==> src/rtl/ro_pair_scheduler.sv <==
// Ring-oscillator PUF pair scheduler: selects two oscillators, lets them settle,
// counts synchronized rising edges of both mux outputs over a window and compares.
module ro_pair_scheduler #(
    parameter int WINDOW = 256,
    parameter int SETTLE = 4,
    parameter int CNT_W  = 16
) (
    input  logic             clk,
    input  logic             rst_n,
    input  logic             start,
    input  logic [5:0]       challenge,
    input  logic             mux_out_a,
    input  logic             mux_out_b,
    output logic [2:0]       sel_a,
    output logic [2:0]       sel_b,
    output logic             ro_en,
    output logic             busy,
    output logic             done,
    output logic             response,
    output logic             tie,
    output logic             err,
    output logic [CNT_W-1:0] cnt_a,
    output logic [CNT_W-1:0] cnt_b
);

    typedef enum logic [1:0] {
        ST_IDLE,
        ST_SETTLE,
        ST_COUNT,
        ST_COMPARE
    } state_t;

    // One shared phase timer serves both SETTLE and COUNT; it only counts to LAST.
    localparam int TMR_MAX = (WINDOW > SETTLE) ? WINDOW : SETTLE;
    localparam int TMR_W   = (TMR_MAX > 1) ? $clog2(TMR_MAX) : 1;
    localparam logic [TMR_W-1:0] SETTLE_LAST = TMR_W'(SETTLE - 1);
    localparam logic [TMR_W-1:0] WINDOW_LAST = TMR_W'(WINDOW - 1);
    localparam logic [CNT_W-1:0] CNT_MAX     = {CNT_W{1'b1}};

    state_t           state_reg;
    logic [TMR_W-1:0] timer_reg;
    logic [2:0]       sel_a_reg;
    logic [2:0]       sel_b_reg;
    logic             ro_en_reg;
    logic             busy_reg;
    logic             done_reg;
    logic             response_reg;
    logic             tie_reg;
    logic             err_reg;

    logic             challenge_ok;
    logic             accept;
    logic             counting;
    logic [1:0]       mux_in;
    logic [1:0]       edge_det;
    logic [CNT_W-1:0] cnt_all [2];

    assign challenge_ok = (challenge[2:0] != challenge[5:3]);
    assign accept       = (state_reg == ST_IDLE) && start && challenge_ok;
    assign counting     = (state_reg == ST_COUNT);
    assign mux_in       = {mux_out_b, mux_out_a};

    // Channel 0 is mux A, channel 1 is mux B.
    generate
        for (genvar gi = 0; gi < 2; gi++) begin : gen_ch
            logic [2:0]       sync_reg;
            logic [CNT_W-1:0] cnt_reg;

            always_ff @(posedge clk or negedge rst_n) begin
                if (!rst_n) begin
                    sync_reg <= 3'b000;
                end else begin
                    sync_reg <= {sync_reg[1:0], mux_in[gi]};
                end
            end

            // Bit 1 is the second synchronizer stage, bit 2 its history copy.
            assign edge_det[gi] = sync_reg[1] & ~sync_reg[2];

            always_ff @(posedge clk or negedge rst_n) begin
                if (!rst_n) begin
                    cnt_reg <= '0;
                end else if (accept) begin
                    cnt_reg <= '0;
                end else if (counting && edge_det[gi] && (cnt_reg != CNT_MAX)) begin
                    cnt_reg <= cnt_reg + CNT_W'(1);
                end
            end

            assign cnt_all[gi] = cnt_reg;
        end
    endgenerate

    always_ff @(posedge clk or negedge rst_n) begin
        if (!rst_n) begin
            state_reg    <= ST_IDLE;
            timer_reg    <= '0;
            sel_a_reg    <= 3'd0;
            sel_b_reg    <= 3'd0;
            ro_en_reg    <= 1'b0;
            busy_reg     <= 1'b0;
            done_reg     <= 1'b0;
            response_reg <= 1'b0;
            tie_reg      <= 1'b0;
            err_reg      <= 1'b0;
        end else begin
            done_reg <= 1'b0;
            case (state_reg)
                ST_IDLE: begin
                    if (start) begin
                        if (challenge_ok) begin
                            sel_a_reg <= challenge[2:0];
                            sel_b_reg <= challenge[5:3];
                            timer_reg <= '0;
                            ro_en_reg <= 1'b1;
                            busy_reg  <= 1'b1;
                            err_reg   <= 1'b0;
                            state_reg <= ST_SETTLE;
                        end else begin
                            // Same oscillator on both sides: report at once, no measurement.
                            done_reg     <= 1'b1;
                            err_reg      <= 1'b1;
                            response_reg <= 1'b0;
                            tie_reg      <= 1'b0;
                        end
                    end
                end
                ST_SETTLE: begin
                    if (timer_reg == SETTLE_LAST) begin
                        timer_reg <= '0;
                        state_reg <= ST_COUNT;
                    end else begin
                        timer_reg <= timer_reg + TMR_W'(1);
                    end
                end
                ST_COUNT: begin
                    if (timer_reg == WINDOW_LAST) begin
                        timer_reg <= '0;
                        state_reg <= ST_COMPARE;
                    end else begin
                        timer_reg <= timer_reg + TMR_W'(1);
                    end
                end
                ST_COMPARE: begin
                    response_reg <= (cnt_all[0] > cnt_all[1]);
                    tie_reg      <= (cnt_all[0] == cnt_all[1]);
                    err_reg      <= 1'b0;
                    ro_en_reg    <= 1'b0;
                    busy_reg     <= 1'b0;
                    done_reg     <= 1'b1;
                    state_reg    <= ST_IDLE;
                end
                default: begin
                    state_reg <= ST_IDLE;
                end
            endcase
        end
    end

    assign sel_a    = sel_a_reg;
    assign sel_b    = sel_b_reg;
    assign ro_en    = ro_en_reg;
    assign busy     = busy_reg;
    assign done     = done_reg;
    assign response = response_reg;
    assign tie      = tie_reg;
    assign err      = err_reg;
    assign cnt_a    = cnt_all[0];
    assign cnt_b    = cnt_all[1];

endmodule

==> config.mk <==
export PLATFORM = sky130hd
export DESIGN_NAME = ro_pair_scheduler
export DESIGN_NICKNAME = d
export VERILOG_FILES = /design/src/rtl/ro_pair_scheduler.sv
export SDC_FILE = /design/constraint.sdc
export NUM_CORES = 1
export LEC_CHECK = 0
export BUFFER_PORTS_ARGS = -buffer_cell sky130_fd_sc_hd__buf_2
export CAP_MARGIN = 20
export CORE_MARGIN = 1
export CORE_UTILIZATION = 29
export DETAILED_ROUTE_END_ITERATION = 6
export GPL_TIMING_DRIVEN = 1
export SYNTH_ARGS = -nofsm -noshare
export SYNTH_HDL_FRONTEND = slang
export SYNTH_SLANG_ARGS = --single-unit
==> constraint.sdc <==
create_clock -name clk -period 6.1 [get_ports clk]
set_input_delay 1.22 -clock clk [delete_from_list [all_inputs] [get_ports clk]]
set_output_delay 1.22 -clock clk [all_outputs]
set_load 0.01 [all_outputs]
# Word level (Yosys, flattened, before mapping)
# Cells that the tools add are included.
# Widths: inputs -> output; s select.
[op_classes]
bitwise_logic = 4
n_lt_le_gt_ge = 1
mux = 26
reduce_logical = 17
n_eq_ne = 14
addsub = 3
[ops]
columns = ["operator", "count"]
rows = [
  ["$mux 16", 4],
  ["$add 16x1->16 const B", 2],
  ["$mux 8", 4],
  ["$ne 16x16->1 const B", 2],
  ["$pmux 8 s3", 1],
  ["$eq 16x16->1", 1],
  ["$gt 16x16->1", 1],
  ["$reduce_and 3->1", 4],
  ["$pmux 1 s2", 5],
  ["$add 8x1->8 const B", 1],
  ["$eq 8x2->1 const B", 1],
  ["$eq 8x8->1 const B", 1],
  ["$mux 2", 4],
  ["$ne 2x2->1 const B", 4],
  ["$pmux 2 s4", 1],
  ["$mux 1", 7],
  ["$logic_and 1x1->1", 6],
  ["$reduce_bool 2->1", 3],
  ["$eq 2x2->1 const B", 2],
  ["$reduce_and 4->1", 1],
  ["$ne 3x3->1", 1],
  ["$reduce_bool 3->1", 1],
  ["$and 1x1->1", 2],
  ["$eq 2x1->1 const B", 1],
  ["other kinds (4)", 5],
]
[word_totals]
register_bits = 59
inputBits = 11
output_inout_bits = 44
wordCells = 78

# Depth between registers and ports, before layout
# Gate-level depths: netlist of run 1.
[logic_depth]
ltp_word = 6
depth_mapped = 8
depth_no_buf = 8

# Worst setup path before layout of run 1
# Ideal clock, no wire load.
[synth_path]
path_type = "input-to-reg"
startpoint = "input challenge[0]"
endpoint = "register timer_reg[4]"
arrival_ns = 2.367
path_slack_ns = 3.641
required_ns = 6.008
path_stages = 7
setup_ns = 0.092
path_buffers = 1
cell_sequence = "xor2_1 > nor3_1 > nand2b_4 > a21o_1 > or2_1 > buf_6 > o31ai_2"
[synth_via]
elab_chain_len = 3
[synth_rtl]
columns = ["item", "line", "source"]
rows = [
  ["start, declared", "11", "input logic [5:0] challenge,"],
  ["$ne 3x3->1", "58", "assign challenge_ok = (challenge[2:0] != challenge[5:3]);"],
  ["$ne 2x2->1 (no line)", "-", ""],
  ["$reduce_and 3->1 (no line)", "-", ""],
  ["end signal, assigned", "133", "timer_reg <= timer_reg + TMR_W'(1);"],
  ["end signal, assigned", "141", "timer_reg <= timer_reg + TMR_W'(1);"],
  ["end, declared", "41", "logic [TMR_W-1:0] timer_reg;"],
]
# Every way passes these cells.
# A chain may end at the register's enable or synchronous reset.

# Final worst setup path of run 1
[layout_path]
startpoint = "input challenge[3]"
endpoint = "register sel_a_reg[2] (netlist: sel_a[2])"
[layout_via]
elab_chain_len = 2
[layout_rtl]
columns = ["item", "line", "source"]
rows = [
  ["$ne 3x3->1", "58", ""],
  ["$reduce_and 3->1 (no line)", "-", ""],
  ["end signal, assigned", "112", "sel_a_reg <= challenge[2:0];"],
  ["end, declared", "42", "logic [2:0] sel_a_reg;"],
]
# Every way passes these cells.

==> reports/results.ini, run 1 <==
[run_status]
status=finished clean

[drt]
totalWireLength_um=7620
dr_wl_met3_um=362
highest_layer=met4
via_per_inst=4.83
post-route-drc-count=0
wl_met1_um=3580
antenna_left=0
via_count=2608
first_iter_violations=93
dr.pass1.iters=4
avgRoutedWirePerCell_um=14.1
routed-wl-met2_um=3570

[grt]
grt_pass1_wl_um=12600
grt_pass1_vias=2516
overflow=0
antenna_found_initial=0
grt_usage=0.141
grt_max_degree=60

[floorplan]
die_area_mm2=0.0119
core.rowCount=38
core_mm2=0.0110
die_w_um=109
die_h_um=109
initial_core_util=0.302
io_pins=55

[clocking]
cts_hold_buf=0
cts_tree=yes
cts_resized=0
h-tree-depth=3
clk_latency_ps=330
cts_made_buffers=9
postCtsSetupBuffers=0
clockBufferDepth=2
clock-sinks=59
cts-root-buf=clkbuf_16
clkSlewWorstSetupHoldPaths_ps=50

[timing]
finalSetupViolations=0
clock.fmax_ghz=0.346
fin_ws_ps=3210
worst_pin_slew_ps=768
final.period_utilization=0.474
hold_viol=0
holdWs_ps=347
rsz0062_at_grt=no
finalSetupTns_ps=0
maxSlewViolCount=0
fin_crit_ps=2890
slew-limit-headroom=0.488
skew_ps=5.33

[power_and_ir_drop]
comb_power_share=0.288
p_sw_mw=0.533
power.total_mw=1.53
p_clk_frac=0.328
power_switching_share=0.347
power.leakage_nw=1.79
cellPowerDensity_mw_per_mm2=382
ir_worst_vdd_uv=141
p_int_mw=1.00
seq_power_share=0.383

[logic_synthesis]
yosysSeqAreaShare=0.445
yosysUniqueCellTypes=52
avgSynthCellArea_um2=9.81
synthesis.nets=372
synth_top_area_share=0.445
synth_flop_cell=dfrtp_1
syn_inst=338
synth_edf_count=0
ys_ff_latch=59
synth_top_cell_by_area=dfrtp_1
ys_async_sr_fraction=1.00
syn_area_mm2=0.00331
ys_warn_count=0
synth.area.top_cells=dfrtp_1, ha_1, nor2_1, xnor2_1, xor2_1

[critical_path]
critical_path_class=in2reg
crit_fanout=22
r2r_cells=6
cp.required_ps=6310
critPathLaunchType=primary input
cp-end-kind=flip-flop
rrSetupSlack_ps=3620
arrival_ps=3100

[finish]
drive_gt1_frac=0.218
area_growth_pct=21.1
num_antenna_cells=0
utilization=0.365
fill_cells=1083
fin_area_mm2=0.00401
instances_no_fill=540
nets=430

[placed_design]
post-place-ws_ps=2810
dp_cells=525
io_buffers=54
dpl-instance-area_mm2=0.00372
gp_congestion=0.821
dpl.hpwl_um=5460

[worst_hold_path]
hp-class=reg2reg
min_path_cells=0

[run]
maxCapViolCount=0

[final timing paths]
| path | start | endpoint |
|---|---|---|
| min in group asynchronous | rst_n | gen_ch[1].sync_reg[0] |
| min | gen_ch[1].sync_reg[0] | gen_ch[1].sync_reg[1] |
| min reg2reg | gen_ch[1].sync_reg[0] | gen_ch[1].sync_reg[1] |
| max reg2reg | state_reg[1] | sel_a[2] |
| max | challenge[3] | sel_a[2] |
| max in group asynchronous | rst_n | cnt_b[13] |
[power by group through the flow]
| stage | clock (mW) | sequential (mW) | combinational, mW |
|---|---|---|---|
| 2_1_floorplan | 0 | 0.599 | 0.258 |
| 6_report | 0.504 | 0.588 | 0.442 |
| 4_1_cts | 0.520 | 0.589 | 0.452 |
| 5_1_grt | 0.535 | 0.603 | 0.513 |
| 3_3_place_gp | 0 | 0.593 | 0.432 |
| 3_5_place_dp | 0 | 0.595 | 0.448 |
[logic make-up after synthesis]
kind of cell | count (synthesis) | share of synthesized area
compound gates | 51 | 0.111
xor+xnor | 30 | 0.0793
fa+ha+maj | 23 | 0.0868
buf+inv | 32 | 0.0442
flops | 59 | 0.445
mux | 8 | 0.0264
simple gates | 135 | 0.206
[placed cells by master (no fill, tap or decap), types with 2 or more instances in the layout]
cell       count
nand4_1       11
nand2b_1       2
buf_4          2
nor3_1        11
nand3_1       18
xnor2_1       17
and4_1         3
o21ai_1        4
mux2i_1        2
nand2_1       23
clkbuf_1       2
clkbuf_16      9
nor2b_1        3
o211ai_1       2
or3_1          3
o31ai_1        4
dfrtp_1       59
clkbuf_8       2
xor2_1        13
buf_2         54
inv_1         23
o21ai_0        7
nor4_1         2
a2111oi_0      2
a21o_1         5
nor2_1        42
and3_1         4
ha_1          23
a21oi_1       16
mux2_2         6
[Yosys cell counts (all sizes together), types with 4 or more instances]
| cell | n |
|---|---|
| a21o | 5 |
| a21oi | 17 |
| and3 | 4 |
| buf | 4 |
| clkbuf | 5 |
| dfrtp | 59 |
| ha | 23 |
| inv | 23 |
| mux2 | 6 |
| nand2 | 23 |
| nand3 | 18 |
| nand4 | 11 |
| nor2 | 43 |
| nor3 | 11 |
| o21ai | 11 |
| o31ai | 6 |
| or3 | 4 |
| xnor2 | 17 |
| xor2 | 13 |
[worst max-delay path, stage by stage]
cell and delay [ps]:
buf_2 110, xor2_1 170, nor3_1 100, nand2b_4 170, nor2_2 570, buf_4 390
mux2_2 360
[final cells by class]
| class | count | area [um2] | area share |
|---|---|---|---|
| clock buffer | 13 | 260 | 0.0649 |
| clock inverter | 2 | 35.0 | 0.00873 |
| inverter | 23 | 86.3 | 0.0215 |
| multi-input combinational | 247 | 1690 | 0.422 |
| sequential | 59 | 1480 | 0.368 |
| tap | 140 | 175 | 0.0437 |
| timing repair buffer | 56 | 285 | 0.0711 |
[layer usage]
metal	GRT usage	vias up
met1	0.182	1243
met5	0	-
met4	0.0618	0
met3	0.0389	9
li1	-	1295
met2	0.220	61
(Power assumes the default switching activity.)
==> run 2, diff against run 1 <==
==> constraint.sdc (replaced) <==
create_clock -name clk -period 2.7 [get_ports clk]
set_input_delay 0.54 -clock clk [delete_from_list [all_inputs] [get_ports clk]]
set_output_delay 0.54 -clock clk [all_outputs]
set_load 0.01 [all_outputs]
==> reports/results.ini, run 2 (synthesized netlist as in run 1, its figures left out) <==
[run_status]
status=finished clean

[critical_path]
cp-end-kind=flip-flop
arrival_ps=2660
crit_fanout=7
crit_start=cnt_a[14]
critical_path_class=reg2reg
reg2reg_from=cnt_a[14]
cp.required_ps=2970
critPathLaunchType=flip-flop

[floorplan]
io_pins=55
initial_core_util=0.302
die_w_um=109
die_h_um=109
die_area_mm2=0.0119
core_mm2=0.0110
core.rowCount=38

[timing]
maxSlewViolCount=0
finalSetupViolations=0
slew-limit-headroom=0.479
clock.fmax_ghz=0.419
finalSetupTns_ps=0
rsz0062_at_grt=no
skew_ps=3.57
final.period_utilization=0.884
worst_pin_slew_ps=775
hold_viol=0
fin_crit_ps=2390

[clocking]
clockBufferDepth=2
clock-sinks=59
cts_resized=0
clk_latency_ps=330
cts_made_buffers=9
cts_hold_buf=0
cts-root-buf=clkbuf_16
clkSlewWorstSetupHoldPaths_ps=50
postCtsSetupBuffers=0
h-tree-depth=3
cts_tree=yes

[grt]
grt_max_degree=33
grt_pass1_vias=2623
antenna_found_initial=0
grt_pass1_wl_um=12900
grt_usage=0.146
overflow=0

[placed_design]
io_buffers=54
dpl.hpwl_um=5680
dpl-instance-area_mm2=0.00372
gp_congestion=0.797

[drt]
totalWireLength_um=7620
via_count=2619
antenna_left=0
dr.pass1.iters=4
post-route-drc-count=0
via_per_inst=4.84
first_iter_violations=80
avgRoutedWirePerCell_um=14.1

[power_and_ir_drop]
p_clk_frac=0.338
p_int_mw=2.32
power_switching_share=0.343
comb_power_share=0.284
seq_power_share=0.379
power.leakage_nw=1.80
cellPowerDensity_mw_per_mm2=873
p_sw_mw=1.21
ir_worst_vdd_uv=398

[finish]
nets=431
num_antenna_cells=0
multi_input_area_mm2=0.00169
area_growth_pct=21.9
utilization=0.368
drive_gt1_frac=0.222
final_cell_mix=dfrtp_1, buf_2, nor2_1
fin_area_mm2=0.00404
layout_commonest_cell=dfrtp_1
final-seq-area_mm2=0.00148
fill_cells=1102

[run]
maxCapViolCount=0

[worst_hold_path]
hp-class=in2async

-- run 2: cell types whose count changed in the layout (fill, tap and decap cells not counted) --
cell	delta
clkbuf_8	+2
buf_4	+1
clkbuf_1	-1
clkinv_2	-1
-- run 2: critical path: stages (launching register included) --
cell and delay, ps:
dfrtp_1 480, ha_1 380, nand4_1 180, a2111oi_0 540
nor4b_1 170, a2111oi_0 430, a211o_1 150
-- run 2: final timing paths --
check | to | slack [ps] | cells past startpoint
max in group asynchronous | cnt_a[14] | 1890 | 2
worst max-delay path | response | 310 | 6
worst max register to register | response | 310 | 6
worst min register to register | gen_ch[0].sync_reg[1] | 350 | 0
min in group clk | gen_ch[1].sync_reg[0] | 310 | 1
worst min-delay path | timer_reg[0] | 170 | 1
-- run 2: area by class of cell --
class | count | area share
multi-input combinational | 247 | 0.419
sequential | 59 | 0.366
timing repair buffer | 57 | 0.0725
clock buffer | 14 | 0.0703
tap | 140 | 0.0434
inverter | 23 | 0.0214
clock inverter | 1 | 0.00743
-- run 2: power groups by stage --
| stage | Sequential, mW | Clock [mW] | Combinational (mW) |
|---|---|---|---|
| finish | 1.34 | 1.19 | 1.00 |
| global route | 1.37 | 1.26 | 1.15 |
| CTS | 1.34 | 1.23 | 1.02 |
| detailed placement | 1.35 | 0 | 1.02 |
| global placement | 1.35 | 0 | 0.976 |
| floorplan | 1.35 | 0 | 0.584 |
-- run 2: routing by layer --
layer,track usage,wire length [um]
met1,0.179,3570
met5,0,0
met3,0.0389,357
met2,0.234,3520
met4,0.0734,174
-- run 2: through the flow --
| step | worst slack, ps | hold WS (ps) | std cells | total power [mW] |
|---|---|---|---|---|
| finish | 313 | 170 | 541 | 3.53 |
| global route | 45.5 | 213 | 541 | 3.78 |
| CTS | 332 | 188 | 541 | 3.59 |
| detailed placement | 345 | 338 | 526 | 2.37 |
| global placement | 483 | 340 | 526 | 2.32 |
| floorplan | 758 | 244 | 338 | 1.94 |
==> run 3, diff against run 2 <==
--- a/config.mk
+++ b/config.mk
@@ -11,6 +11,7 @@
 export CORE_UTILIZATION = 29
 export DETAILED_ROUTE_END_ITERATION = 6
 export GPL_TIMING_DRIVEN = 1
+export SETUP_SLACK_MARGIN = 0.02
 export SYNTH_ARGS = -nofsm -noshare
 export SYNTH_HDL_FRONTEND = slang
 export SYNTH_SLANG_ARGS = --single-unit
==> constraint.sdc (replaced) <==
create_clock -name clk -period 2.4 [get_ports clk]
set_input_delay 0.48 -clock clk [delete_from_list [all_inputs] [get_ports clk]]
set_output_delay 0.48 -clock clk [all_outputs]
set_load 0.01 [all_outputs]
==> reports/results.ini, run 3 (synthesized netlist as in run 1, its figures left out) <==
[placed_design]
gp_congestion=0.807
dpl-instance-area_mm2=0.00376
dpl.hpwl_um=5620
dp_cells=527
io_buffers=54

[run_status]
status=finished clean

[finish]
instances_no_fill=543
drive_gt1_frac=0.228
final_cell_mix=dfrtp_1, buf_2, nor2_1
area_growth_pct=23.0
num_antenna_cells=0
layout_commonest_cell=dfrtp_1
fin_area_mm2=0.00408
fill_cells=1085
nets=432

[timing]
slew-limit-headroom=0.584
rsz0062_at_grt=no
fin_crit_ps=2210
worst_pin_slew_ps=623
hold_viol=0
finalSetupViolations=0
skew_ps=7.87
holdWs_ps=159
maxSlewViolCount=0
finalSetupTns_ps=0
final.period_utilization=0.921
clock.fmax_ghz=0.453

[critical_path]
critical_path_class=reg2reg
r2r_cells=6
crit_fanout=7
cp-end-kind=flip-flop
cp_slowest_cell=dfrtp_1
cp.required_ps=2670
cpPeakStageDelay_ps=470
arrival_ps=2480
critPathLaunchType=flip-flop
worstPathCellList=ha_1, nand4_1, a2111oi_4, nor4b_2, a2111oi_0, a211o_1

[floorplan]
core.rowCount=38
core_mm2=0.0110
die_area_mm2=0.0119
die_w_um=109
initial_core_util=0.302
die_h_um=109
io_pins=55

[grt]
antenna_found_initial=0
grt.busiest_layer=met2
grt_usage=0.143
grt_pass1_vias=2478
overflow=0
gr-usage-met3=0.0490
grt_max_degree=36
grt_pass1_wl_um=12700
met2_usage=0.220
grt_util_met1=0.184

[power_and_ir_drop]
p_int_mw=2.51
p_clk_frac=0.319
p_sw_mw=1.39
power.total_mw=3.89
seq_power_share=0.385
ir_worst_vdd_uv=421
power.leakage_nw=1.81
power_switching_share=0.356
cellPowerDensity_mw_per_mm2=955
comb_power_share=0.296

[drt]
totalWireLength_um=7610
via_count=2628
avgRoutedWirePerCell_um=14.0
first_iter_violations=107
post-route-drc-count=0
via_per_inst=4.84
dr.pass1.iters=4
antenna_left=0

[clocking]
cts_made_buffers=9
cts-root-buf=clkbuf_16
cts_hold_buf=0
h-tree-depth=3
cts_tree=yes
clkSlewWorstSetupHoldPaths_ps=50
clk_latency_ps=340
clockBufferDepth=2
clock-sinks=59

[run]
maxCapViolCount=0

[worst_hold_path]
hp-class=in2async

run 3: cell count changes in the layout (fill, tap and decap cells not counted), sizes merged:
| cell | before | now |
|---|---|---|
| buf | 57 | 58 |
| bufinv | 1 | 0 |
| clkbuf | 14 | 15 |
| clkinv | 0 | 1 |
run 3: worst max-delay path: cells and delay by family, from the launching register on:
kind / cells / cell delay [ps]
AND/OR/NAND/NOR: 2 / 370
flip-flops: 1 / 470
adder cells (fa/ha/maj): 1 / 360
AO/OA/AOI/OAI: 3 / 970
run 3: cell type report:
type | count | area (um2) | area share
clock inverters | 1 | 5.00 | 0.00123
repair buffers | 58 | 325 | 0.0798
inverters | 23 | 86.3 | 0.0212
flip-flops and latches | 59 | 1480 | 0.362
multi-input cells | 247 | 1720 | 0.422
well taps | 140 | 175 | 0.0430
clock buffers | 15 | 288 | 0.0706
run 3: final timing paths:
check	startpoint	end	slack, ps
setup / recovery	cnt_a[14]	response	190
hold / removal	rst_n	gen_ch[1].sync_reg[0]	160
setup reg to reg	cnt_a[14]	response	190
hold reg to reg	gen_ch[0].sync_reg[0]	gen_ch[0].sync_reg[1]	360
max in group asynchronous	rst_n	cnt_a[2]	1630
min in group clk	mux_out_a	gen_ch[0].sync_reg[0]	250
run 3: power groups by stage:
| stage | clock (mW) | sequential (mW) | combinational (mW) |
|---|---|---|---|
| floorplan | 0 | 1.52 | 0.657 |
| CTS | 1.29 | 1.50 | 1.15 |
| global placement | 0 | 1.51 | 1.11 |
| global route | 1.33 | 1.53 | 1.33 |
| finish | 1.24 | 1.50 | 1.15 |
| detailed placement | 0 | 1.52 | 1.14 |
run 3: metrics by stage:
| stage | setup WS, ps | utilization |
|---|---|---|
| floorplan | 458 | - |
| finish | 190 | 0.371 |
| detailed placement | 84.9 | 0.342 |
| global placement | 161 | 0.342 |
| CTS | 56.2 | 0.369 |
| global route | 60.9 | 0.371 |
run 3: layer usage:
metal	up-vias	share of wire	routed length, um
met5	-	0	0
met4	0	0.015	114
met3	8	0.046	348
met2	51	0.46	3490
met1	1267	0.48	3660
li1	1302	-	-
run 3: what timing repair did:
item | CTS | global route
hold endpoints to repair | 0 | 0
setup buffers | 0 | 0
resized for setup | 0 | 4
endpoints found under the setup margin | 0 | 1
